**config.mk**
```make
export PLATFORM = sky130hd
export DESIGN_NAME = multicycle_ctrl
export DESIGN_NICKNAME = d
export VERILOG_FILES = /design/src/rtl/multicycle_ctrl_pkg.sv /design/src/rtl/multicycle_ctrl_dispatch.sv /design/src/rtl/multicycle_ctrl.sv
export SDC_FILE = /design/constraint.sdc
export NUM_CORES = 1
export LEC_CHECK = 0
export ABC_CLOCK_PERIOD_IN_PS = 1700
export CAP_MARGIN = 15
export CORE_MARGIN = 1
export CORE_UTILIZATION = 36
export DETAILED_ROUTE_END_ITERATION = 8
export PLACE_DENSITY = 0.79
export SETUP_SLACK_MARGIN = 0.2
export SYNTH_ARGS = -nofsm -noshare
export SYNTH_HDL_FRONTEND = slang
export SYNTH_SLANG_ARGS = --single-unit
```
**constraint.sdc**
```tcl
create_clock -name clk -period 1.7 [get_ports clk]
set_clock_uncertainty 0.15 [all_clocks]
set_input_delay 0.17 -clock clk [delete_from_list [all_inputs] [get_ports clk]]
set_output_delay 0.17 -clock clk [all_outputs]
set_load 0.01 [all_outputs]
```
**src/rtl/multicycle_ctrl_pkg.sv**
```systemverilog
// Shared definitions for the multicycle CPU controller: opcode/funct
// values, ALU commands, FSM state encoding and the bundle of control
// outputs produced in each state.
package multicycle_ctrl_pkg;

  localparam logic [5:0] OP_RTYPE = 6'h00;
  localparam logic [5:0] OP_J     = 6'h02;
  localparam logic [5:0] OP_JAL   = 6'h03;
  localparam logic [5:0] OP_BEQ   = 6'h04;
  localparam logic [5:0] OP_BNE   = 6'h05;
  localparam logic [5:0] OP_ADDI  = 6'h08;
  localparam logic [5:0] OP_XORI  = 6'h0E;
  localparam logic [5:0] OP_LW    = 6'h23;
  localparam logic [5:0] OP_SW    = 6'h2B;

  localparam logic [5:0] FN_JR    = 6'h08;
  localparam logic [5:0] FN_ADD   = 6'h20;
  localparam logic [5:0] FN_SUB   = 6'h22;
  localparam logic [5:0] FN_SLT   = 6'h2A;

  localparam logic [2:0] ALU_ADD  = 3'd0;
  localparam logic [2:0] ALU_SUB  = 3'd1;
  localparam logic [2:0] ALU_XOR  = 3'd2;
  localparam logic [2:0] ALU_SLT  = 3'd3;

  typedef enum logic [3:0] {
    S_RESET    = 4'd0,
    S_FETCH    = 4'd1,
    S_DECODE   = 4'd2,
    S_EXEC_R   = 4'd3,
    S_WB_R     = 4'd4,
    S_EXEC_I   = 4'd5,
    S_WB_I     = 4'd6,
    S_MEM_ADDR = 4'd7,
    S_MEM_RD   = 4'd8,
    S_WB_MEM   = 4'd9,
    S_MEM_WR   = 4'd10,
    S_BRANCH   = 4'd11,
    S_JUMP     = 4'd12,
    S_JAL      = 4'd13,
    S_JR       = 4'd14,
    S_HALT     = 4'd15
  } state_e;

  typedef struct packed {
    logic       pc_wr;
    logic       ir_wr;
    logic       i_or_d;
    logic       alu_src_a;
    logic [1:0] alu_src_b;
    logic [2:0] alu_cntrl;
    logic       mem_wr;
    logic [1:0] mem_to_reg;
    logic [1:0] reg_dst;
    logic       reg_wr;
    logic [1:0] pc_src;
    logic       illegal;
  } ctrl_t;

endpackage

```
**src/rtl/multicycle_ctrl_dispatch.sv**
```systemverilog
// Instruction dispatch for the DECODE state: maps opcode/funct to the
// state that follows DECODE and flags encodings the controller does not
// implement. Purely combinational.
//   opcode_i      IR[31:26]
//   funct_i       IR[5:0]
//   next_state_o  successor of DECODE for a legal instruction (FETCH otherwise)
//   illegal_o     opcode/funct combination is not supported
module multicycle_ctrl_dispatch
  import multicycle_ctrl_pkg::*;
(
  input  logic [5:0] opcode_i,
  input  logic [5:0] funct_i,
  output state_e     next_state_o,
  output logic       illegal_o
);

  always_comb begin
    next_state_o = S_FETCH;
    illegal_o    = 1'b0;
    unique case (opcode_i)
      OP_RTYPE: begin
        if (funct_i == FN_ADD || funct_i == FN_SUB || funct_i == FN_SLT) begin
          next_state_o = S_EXEC_R;
        end else if (funct_i == FN_JR) begin
          next_state_o = S_JR;
        end else begin
          illegal_o = 1'b1;
        end
      end
      OP_ADDI, OP_XORI: next_state_o = S_EXEC_I;
      OP_LW, OP_SW:     next_state_o = S_MEM_ADDR;
      OP_BEQ, OP_BNE:   next_state_o = S_BRANCH;
      OP_J:             next_state_o = S_JUMP;
      OP_JAL:           next_state_o = S_JAL;
      default:          illegal_o    = 1'b1;
    endcase
  end

endmodule

```
**src/rtl/multicycle_ctrl.sv**
```systemverilog
// Moore control FSM for the multicycle CPU. One datapath phase per clock;
// every mux select and write enable comes from the current state, with the
// single exception of PCWr in BRANCH, which also looks at the zero flag.
//   clk, reset          system clock; asynchronous active-high reset
//   opcode, funct, zero instruction fields from the IR and ALU zero flag
//   PCWr .. PCSrc       datapath enables and selects
//   illegal             high while halted on an unsupported instruction
//   state               current state, debug only
//
// state    | meaning
// RESET    | idle after reset, all outputs 0
// FETCH    | read instruction at PC into IR, PC <= PC+4
// DECODE   | compute branch target into ALUOut, dispatch
// EXEC_R   | R-type ALU operation rs op rt
// WB_R     | write ALUOut to rd
// EXEC_I   | immediate ALU operation rs op imm
// WB_I     | write ALUOut to rt
// MEM_ADDR | effective address rs + imm
// MEM_RD   | load from ALUOut address into MDR
// WB_MEM   | write MDR to rt
// MEM_WR   | store rt to ALUOut address
// BRANCH   | compare rs/rt, conditionally load branch target
// JUMP     | PC <= jump address
// JAL      | PC <= jump address, r31 <= PC (already +4)
// JR       | PC <= rs
// HALT     | unsupported instruction, wait for reset
module multicycle_ctrl
  import multicycle_ctrl_pkg::*;
#(
  parameter bit HALT_ON_ILLEGAL = 1'b1
) (
  input  logic       clk,
  input  logic       reset,
  input  logic [5:0] opcode,
  input  logic [5:0] funct,
  input  logic       zero,
  output logic       PCWr,
  output logic       IRWr,
  output logic       IorD,
  output logic       ALUSrcA,
  output logic [1:0] ALUSrcB,
  output logic [2:0] ALUcntrl,
  output logic       MemWr,
  output logic [1:0] MemToReg,
  output logic [1:0] RegDst,
  output logic       RegWr,
  output logic [1:0] PCSrc,
  output logic       illegal,
  output logic [3:0] state
);

  state_e state_q, state_d;
  state_e disp_next;
  logic   disp_illegal;
  ctrl_t  ctrl;

  multicycle_ctrl_dispatch u_dispatch (
    .opcode_i     (opcode),
    .funct_i      (funct),
    .next_state_o (disp_next),
    .illegal_o    (disp_illegal)
  );

  always_ff @(posedge clk or posedge reset) begin
    if (reset) state_q <= S_RESET;
    else       state_q <= state_d;
  end

  always_comb begin
    state_d = S_RESET;
    case (state_q)
      S_RESET:    state_d = S_FETCH;
      S_FETCH:    state_d = S_DECODE;
      S_DECODE: begin
        if (disp_illegal) state_d = HALT_ON_ILLEGAL ? S_HALT : S_FETCH;
        else              state_d = disp_next;
      end
      S_EXEC_R:   state_d = S_WB_R;
      S_EXEC_I:   state_d = S_WB_I;
      S_MEM_ADDR: state_d = (opcode == OP_LW) ? S_MEM_RD : S_MEM_WR;
      S_MEM_RD:   state_d = S_WB_MEM;
      S_WB_R, S_WB_I, S_WB_MEM, S_MEM_WR,
      S_BRANCH, S_JUMP, S_JAL, S_JR:
                  state_d = S_FETCH;
      S_HALT:     state_d = S_HALT;
      default:    state_d = S_RESET;
    endcase
  end

  always_comb begin
    ctrl = '0;
    case (state_q)
      S_FETCH: begin
        ctrl.ir_wr     = 1'b1;
        ctrl.alu_src_b = 2'd1;
        ctrl.alu_cntrl = ALU_ADD;
        ctrl.pc_wr     = 1'b1;
      end
      S_DECODE: begin
        ctrl.alu_src_b = 2'd3;
        ctrl.alu_cntrl = ALU_ADD;
      end
      S_EXEC_R: begin
        ctrl.alu_src_a = 1'b1;
        case (funct)
          FN_SUB:  ctrl.alu_cntrl = ALU_SUB;
          FN_SLT:  ctrl.alu_cntrl = ALU_SLT;
          default: ctrl.alu_cntrl = ALU_ADD;
        endcase
      end
      S_WB_R: ctrl.reg_wr = 1'b1;
      S_EXEC_I: begin
        ctrl.alu_src_a = 1'b1;
        ctrl.alu_src_b = 2'd2;
        ctrl.alu_cntrl = (opcode == OP_XORI) ? ALU_XOR : ALU_ADD;
      end
      S_WB_I: begin
        ctrl.reg_dst = 2'd2;
        ctrl.reg_wr  = 1'b1;
      end
      S_MEM_ADDR: begin
        ctrl.alu_src_a = 1'b1;
        ctrl.alu_src_b = 2'd2;
        ctrl.alu_cntrl = ALU_ADD;
      end
      S_MEM_RD: ctrl.i_or_d = 1'b1;
      S_WB_MEM: begin
        ctrl.reg_dst    = 2'd2;
        ctrl.mem_to_reg = 2'd1;
        ctrl.reg_wr     = 1'b1;
      end
      S_MEM_WR: begin
        ctrl.i_or_d = 1'b1;
        ctrl.mem_wr = 1'b1;
      end
      S_BRANCH: begin
        ctrl.alu_src_a = 1'b1;
        ctrl.alu_cntrl = ALU_SUB;
        ctrl.pc_src    = 2'd1;
        // Only Mealy term: take the branch target when the compare agrees.
        ctrl.pc_wr     = ((opcode == OP_BEQ) &&  zero) ||
                         ((opcode == OP_BNE) && !zero);
      end
      S_JUMP: begin
        ctrl.pc_src = 2'd2;
        ctrl.pc_wr  = 1'b1;
      end
      S_JAL: begin
        ctrl.pc_src     = 2'd2;
        ctrl.pc_wr      = 1'b1;
        ctrl.reg_dst    = 2'd1;
        ctrl.mem_to_reg = 2'd2;
        ctrl.reg_wr     = 1'b1;
      end
      S_JR: begin
        ctrl.pc_src = 2'd3;
        ctrl.pc_wr  = 1'b1;
      end
      S_HALT:  ctrl.illegal = 1'b1;
      default: ctrl = '0;
    endcase
  end

  assign PCWr     = ctrl.pc_wr;
  assign IRWr     = ctrl.ir_wr;
  assign IorD     = ctrl.i_or_d;
  assign ALUSrcA  = ctrl.alu_src_a;
  assign ALUSrcB  = ctrl.alu_src_b;
  assign ALUcntrl = ctrl.alu_cntrl;
  assign MemWr    = ctrl.mem_wr;
  assign MemToReg = ctrl.mem_to_reg;
  assign RegDst   = ctrl.reg_dst;
  assign RegWr    = ctrl.reg_wr;
  assign PCSrc    = ctrl.pc_src;
  assign illegal  = ctrl.illegal;
  assign state    = state_q;

endmodule

```
==> results of run 1 <==
[synth_stat cells, types with 2 or more instances]
cell type	number	area [um^2]
a21boi_0	2	15.0
a21oi_1	5	25.0
buf_2	2	10.0
buf_4	2	15.0
clkbuf_1	4	15.0
dfrtp_1	4	100
inv_1	2	7.51
nand2_1	5	18.8
nand2b_1	6	37.5
nand3_1	4	20.0
nand4b_1	2	17.5
nor2_1	12	45.0
nor2b_1	3	18.8
nor3_1	4	20.0
nor3b_1	2	15.0
nor4_1	4	25.0
o21a_1	3	22.5
o21ai_0	8	40.0
o22ai_1	3	18.8
xnor2_1	2	17.5
xor2_1	2	17.5
[what timing repair did]
action                                  CTS
endpoints found under the setup margin   24
gates cloned                              1
pin swaps                                16
endpoints found under the hold margin     4
setup buffers                            13
gates resized for setup                 143
hold buffers                              1
[cells by family after synthesis]
| family | count (synthesis) | synth area share (%) |
|---|---|---|
| xor+xnor | 4 | 5.86 |
| buf+inv | 11 | 8.58 |
| flops | 4 | 16.7 |
| simple gates | 46 | 41.0 |
| compound gates | 26 | 27.2 |
| other cells | 1 | 0.627 |
[metrics by stage]
step / hold slack, ns / instance area [um^2] / worst slack [ns] / utilization (%) / cells
after floorplan: -0.214 / 608 / 0.161 / - / 92
after global placement: 0.211 / 1120 / -0.508 / 73.3 / 159
after detailed placement: 0.219 / 1120 / -0.546 / 73.3 / 159
after CTS: 0.396 / 1420 / -0.101 / 92.9 / 178
==> out/qor.yml, run 1 <==
ios: 37
synth_edf_count: 0
start_util_pct: 39.2
ys_ff_latch: 4
synthDistinctLibCells: 32
synth_cells: 92
synth_warnings: 0
gp_congestion: 0.872
die_h_um: 42.8
synth_area_per_cell_um2: 6.50
row_count: 14
lastStage: "global routing (5_1_grt)"
dp_hpwl_um: 1580
synthesis.nets: 107
ys.flop_type: "dfrtp_1"
tool.error: "[ERROR DPL-0038] Utilization greater than 100%, impossible to legalize"
worst_endpoint_kind: "primary output"
cts_inserted_buffers: 3
h-tree-depth: 1
seq_area_frac_synth_pct: 16.7
timing.grt.repair.worst_endpoint: "PCWr"
clkSinkCount: 4
grt_max_degree: 16
portBuffers: 35
synth_area_um2: 598
async_flop_share_pct: 100
status: "did not finish"
cts-root-buf: "clkbuf_4"
clockBufferDepth: 2
die_w_um: 42.8
==> inputs of run 2 (changes only) <==
--- a/config.mk
+++ b/config.mk
@@ -7,11 +7,10 @@
 export LEC_CHECK = 0
 export ABC_CLOCK_PERIOD_IN_PS = 1700
 export CAP_MARGIN = 15
-export CORE_MARGIN = 1
-export CORE_UTILIZATION = 36
+export CORE_AREA = 2 2 63 65
 export DETAILED_ROUTE_END_ITERATION = 8
-export PLACE_DENSITY = 0.79
-export SETUP_SLACK_MARGIN = 0.2
+export DIE_AREA = 0 0 65 67
+export PLACE_DENSITY_LB_ADDON = 0.15
 export SYNTH_ARGS = -nofsm -noshare
 export SYNTH_HDL_FRONTEND = slang
 export SYNTH_SLANG_ARGS = --single-unit
==> out/qor.yml, run 2 <==
antenna_found_initial: 0
total_power_uw: 1860
synth_simple_gate_area_share_pct: 41.0  # unchanged
cp.arrival_ns: 1.40
die_h_um: 67  # +57%
timing.fmax_mhz: 580
start_util_pct: 16.6  # -23 points
finalCritPeriodShare_pct: 101
clkLatencyLatePin_ns: 0.22
routedWlPerCell_um: 11.7
ios: 37  # unchanged
whs_ns: 0.405
wirelength_um: 2370
cts-root-buf: "clkbuf_8"
largest_reg_flops: 4
synthMuxAreaShare_pct: 0  # unchanged
p_per_area_nw_per_um2: 1420
clkSinkCount: 4  # unchanged
h-tree-depth: 1  # unchanged
synth_edf_count: 0  # unchanged
path_class: "flop to output pin"
yosysTopAreaCell: "dfrtp_1"
gp_congestion: 0.775  # -11%
slowest_stage: "dfrtp_1"
dp_cells: 194  # +22%
hp-class: "input pin to flop"
required_ns: 1.38
portBuffers: 35  # unchanged
final_max_slew_viol_count: 0
ys.flop_type: "dfrtp_1"
ys_ff_latch: 4  # unchanged
synth_xor_area_share_pct: 5.86  # unchanged
final_nets: 171
antenna-diode-count: 0
worstPathCellList: "buf_6 > nand2_2 > nor2_4 > a41oi_1 > o22ai_1 > buf_2"
viasPerCell: 4.33
clockBufferDepth: 2  # unchanged
ys_top_cells_by_count: "nor2_1, o21ai_0, nand2b_1, a21oi_1, nand2_1"
p_leak_uw: 0.000594
cap_violations: 0
gr-total-overflow: 0
synth_most_common_cell: "nor2_1"
endpoint_kind: "output pin"
synth_cells: 92  # unchanged
synth_top_cells_by_area: "dfrtp_1, nor2_1, o21ai_0"
die_area_um2: 4360
drc: 0
cp_slowest_stage_delay_ns: 0.40
grt_max_degree: 16
syn_to_final_growth_pct: 120
synthDistinctLibCells: 32  # unchanged
synth_compound_area_share_pct: 27.2  # unchanged
synthesis.nets: 107  # unchanged
cp_max_fo: 5
synth_area_um2: 598  # unchanged
seq_area_frac_synth_pct: 16.7  # unchanged
status: "finished with violations"
final_cells: 202
dp_hpwl_um: 1890  # +20%
cts.clk_slew.worst_paths_ns: 0.03
cts_inserted_buffers: 3  # unchanged
min_period_ns: 1.72
core_area_um2: 3610
first_global_vias: 845
synth_area_per_cell_um2: 6.50  # unchanged
rsz0062_at_grt: "yes"
final_common_cell: "buf_4"
setup_violations: 2
finalHoldViolations: 0
async_flop_share_pct: 100  # unchanged
most-common-layout-cells: "buf_4, clkdlybuf4s50_1, nor2_1"
ir_drop_mv: 0.341
vias: 874
drive_gt1_share_pct: 42.9
worst_slack_ns: -0.0231
drt-initial-drc-count: 10
synth_warnings: 0  # unchanged
postRouteAntennaNets: 0
cp-start-kind: "flop"
die_w_um: 65  # +52%
synthAdderAreaFrac_pct: 0  # unchanged
pre_cts_ws_ns: -0.571  # -0.0245 ns
synth_top_family_by_area: "simple AND/OR/NAND/NOR gates"
grt.total_usage_pct: 11.5
row_count: 22  # +8
drtPass1Iterations: 4
utilization_pct: 36.5
cts_tree: "yes"
violations: "negative setup slack"
netlist.area_leader.share_pct: 16.7  # unchanged
grt_pass1_wl_um: 3950
==> run 2: power breakdown <==
group	leakage [uW]	total [uW]	internal [uW]	switching [uW]
logic	0.000524	1480	796	685
clock network	0.0000216	198	151	47.3
registers	0.0000481	186	143	43.3
==> run 2: cell type report <==
class / instances / area [um^2]
tap: 48 / 60.1
inverter: 2 / 7.51
sequential: 4 / 101
timing repair buffer: 68 / 557
fill: 396 / 2290
multi-input combinational: 77 / 551
clock buffer: 3 / 41.3
==> run 2: critical path: cells and delay by family, from the launching register on <==
kind	cells	cell delay [ns]
AO/OA/AOI/OAI	2	0.31
buffers and inverters	2	0.30
AND/OR/NAND/NOR	2	0.18
flip-flops	1	0.40
==> run 2: stage by stage <==
stage	cell area (um^2)	setup TNS [ns]
after floorplan	598	0
after global placement	1170	-3.46
after detailed placement	1170	-3.36
after CTS	1260	-0.382
after global routing	1320	-0.297
final	1320	-0.0360
==> run 2: final timing paths <==
check / slack [ns] / startpoint / end / cells past startpoint
max in group asynchronous: 0.68 / reset / state[2]$_DFF_PP0_ / 3
worst min-delay path: 0.41 / opcode[4] / state[3]$_DFF_PP0_ / 4
worst max-delay path: -0.02 / state[0]$_DFF_PP0_ / PCWr / 6
worst max register to register: 0.12 / state[2]$_DFF_PP0_ / state[3]$_DFF_PP0_ / 6
min in group asynchronous: 0.55 / reset / state[1]$_DFF_PP0_ / 3
worst min register to register: 0.45 / state[3]$_DFF_PP0_ / state[1]$_DFF_PP0_ / 2
==> run 2: kinds of logic (layout without fill, tap and decap cells) <==
group / count (synthesis) / in the layout
other: 1 / 1
AOI/OAI and AO/OA: 26 / 26
and+or+nand+nor: 46 / 46
xor gates and xnor gates: 4 / 4
buffers and inverters: 11 / 73
DFF: 4 / 4
==> run 2: timing repair <==
item / CTS / global route
hold buffers: 1 / 0
setup buffers: 2 / 2
pin swaps: 2 / 7
cloned: 0 / 0
hold endpoints to repair: 4 / 0
gates resized for setup: 50 / 32
setup endpoints to repair: 20 / 17
==> run 2: metal layers <==
metal / track usage, % / part of all wire, % / vias to the layer above
met2: 19.5 / 48 / 25
met3: 3.04 / 5.8 / 2
li1: - / - / 453
met1: 14.3 / 46 / 394
met4: 3.19 / 0.46 / 0
met5: 0 / 0 / -
No activity file was read; power rests on OpenSTA's default activity.
==> inputs of run 3 (changes only) <==
--- a/config.mk
+++ b/config.mk
@@ -8,6 +8,7 @@
 export ABC_CLOCK_PERIOD_IN_PS = 1700
 export CAP_MARGIN = 15
 export CORE_AREA = 2 2 63 65
+export CTS_BUF_LIST = sky130_fd_sc_hd__clkbuf_2
 export DETAILED_ROUTE_END_ITERATION = 8
 export DIE_AREA = 0 0 65 67
 export PLACE_DENSITY_LB_ADDON = 0.15
==> out/qor.yml, run 3 (same netlist as run 2, synthesis figures left out) <==
final_common_cell: "buf_4"
path_class: "flop to output pin"
reg2reg_depth: 6  # unchanged
cts-root-buf: "clkbuf_2"
cp.arrival_ns: 1.43  # +0.03 ns
timing.fmax_mhz: 572  # -1.4%
dp_hpwl_um: 1890  # unchanged
first_global_vias: 847  # +0.24%
cts_inserted_buffers: 3  # unchanged
die_h_um: 67  # unchanged
reg2reg_to: "state[3]$_DFF_PP0_"
core_area_um2: 3610  # unchanged
wl_met2_um: 1150  # +0.44%
antenna_found_initial: 0  # unchanged
drtPass1Iterations: 4  # unchanged
crit-reg2reg-launch: "state[2]$_DFF_PP0_"
setup_violations: 2  # unchanged
rsz0062_at_grt: "yes"
final_nets: 171  # unchanged
drc: 0  # unchanged
die_area_um2: 4360  # unchanged
start_util_pct: 16.6  # unchanged
status: "finished with violations"
portBuffers: 35  # unchanged
wl_met1_um: 1090  # +0.55%
fillers: 399  # +0.76%
violations: "negative setup slack"
gp_congestion: 0.775  # unchanged
cpMostUsedCell: "buf_4"
most-common-layout-cells: "buf_4, clkdlybuf4s50_1, nor2_1"
fin_area_um2: 1300  # -1.3%
gr-total-overflow: 0  # unchanged
seq_area_um2: 101  # unchanged
p_leak_uw: 0.000594  # about the same
cp_max_fo: 3  # -2
die_w_um: 65  # unchanged
finalHoldViolations: 0  # unchanged
drive_gt1_share_pct: 44.2  # +1.3 points
largest_reg_flops: 4  # unchanged
wirelength_um: 2370  # -0.17%
postRouteAntennaNets: 0  # unchanged
final_max_slew_viol_count: 0  # unchanged
dpl_cell_area_um2: 1170  # unchanged
cp-start-kind: "flop"
maxUsedRoutingLayer: "met3"
row_count: 22  # unchanged
drt-initial-drc-count: 22  # +12
crit_end: "PCWr"
ios: 37  # unchanged
worst_slack_ns: -0.0480  # -0.0249 ns
antenna-diode-count: 0  # unchanged
hp-class: "input pin to flop"
grt.total_usage_pct: 11.2  # -0.25 points
clkLatencyLatePin_ns: 0.21  # about the same
viasPerCell: 4.29  # -0.80%
min_period_ns: 1.75  # +0.0249 ns
r2r_slack_ns: 0.12  # about the same
h-tree-depth: 1  # unchanged
clockBufferDepth: 2  # unchanged
clkSinkCount: 4  # unchanged
grt_max_degree: 16  # unchanged
whs_ns: 0.411  # +0.00595 ns
finalCritPeriodShare_pct: 103  # +1.5 points
endpoint_kind: "output pin"
routedWlPerCell_um: 11.7  # -0.17%
slowest_stage: "dfrtp_1"
pre_cts_ws_ns: -0.571  # unchanged
cap_violations: 0  # unchanged
ir_drop_mv: 0.360  # +5.7%
cp-startpoint: "state[0]$_DFF_PP0_"
cts.clk_slew.worst_paths_ns: 0.05  # +0.02 ns
dr_wl_met3_um: 135  # -2.2%
required_ns: 1.38  # about the same
p_per_area_nw_per_um2: 1360  # -3.7%
grt_pass1_wl_um: 3930  # -0.51%
vias: 867  # -0.80%
syn_to_final_growth_pct: 117
cp_slowest_stage_delay_ns: 0.41  # about the same
worstPathCellList: "buf_6 > buf_4 > buf_4 > a21boi_0 > o22ai_1 > buf_2"
multi_input_area_um2: 551  # unchanged
cts_tree: "yes"
run 3: worst min-delay path by stage:
stage	startpoint	end	slack, ns	cells after the start
3_5_place_dp	reset	state[1]$_DFF_PP0_	0.22	2
4_1_cts	state[3]$_DFF_PP0_	state[1]$_DFF_PP0_	0.44	2
2_1_floorplan	reset	state[0]$_DFF_PP0_	-0.21	1
3_3_place_gp	reset	state[1]$_DFF_PP0_	0.22	2
6_report	opcode[4]	state[3]$_DFF_PP0_	0.41	4
5_1_grt	opcode[0]	state[3]$_DFF_PP0_	0.46	5
run 3: layout make-up:
class / instances / share of cell area, %
repair buffers: 68 / 43.5
multi-input cells: 77 / 42.3
flip-flops and latches: 4 / 7.80
well taps: 48 / 4.62
clock buffers: 3 / 1.15
inverters: 2 / 0.577
run 3: critical path, delay by kind of cell (launching register included):
kind	cells	cell delay [ns]
buf+inv	4	0.55
compound gates	2	0.26
flops	1	0.41
run 3: power breakdown:
group          switching [uW]  internal (uW)  total [uW]
combinational             685            811        1500
clock                    40.2           47.4        87.6
sequential               45.1            143         188
total                     770           1000        1770
run 3: timing repair:
item                                    CTS  global route
endpoints found under the hold margin     2             0
pin swaps                                 2             5
endpoints found under the setup margin   20            15
setup buffers                             2             2
hold buffers                              1             0
gates resized for setup                  53            31
run 3: stage by stage:
step                TNS, ns  util, %  std cells  power, uW
floorplan                 0        -         92        762
global placement      -3.46     32.6        194       1540
detailed placement    -3.36     32.6        194       1530
CTS                  -0.388     34.2        200       1650
global route         -0.416     36.1        202       1930
finish              -0.0673     36.1        202       1770
run 3: routing by layer:
layer	track usage (%)	vias up
met5	0	-
met2	19.5	25
met3	3.04	0
met4	1.60	0
met1	14.2	389
li1	-	453
==> inputs of run 4 (changes only) <==
--- a/config.mk
+++ b/config.mk
@@ -6,7 +6,7 @@
 export NUM_CORES = 1
 export LEC_CHECK = 0
 export ABC_CLOCK_PERIOD_IN_PS = 1700
-export CAP_MARGIN = 15
+export CAP_MARGIN = 20
 export CORE_AREA = 2 2 63 65
 export CTS_BUF_LIST = sky130_fd_sc_hd__clkbuf_2
 export DETAILED_ROUTE_END_ITERATION = 8
==> results of run 4 <==
Same layout as run 3: the final DEF is identical, and so are final timing and power.
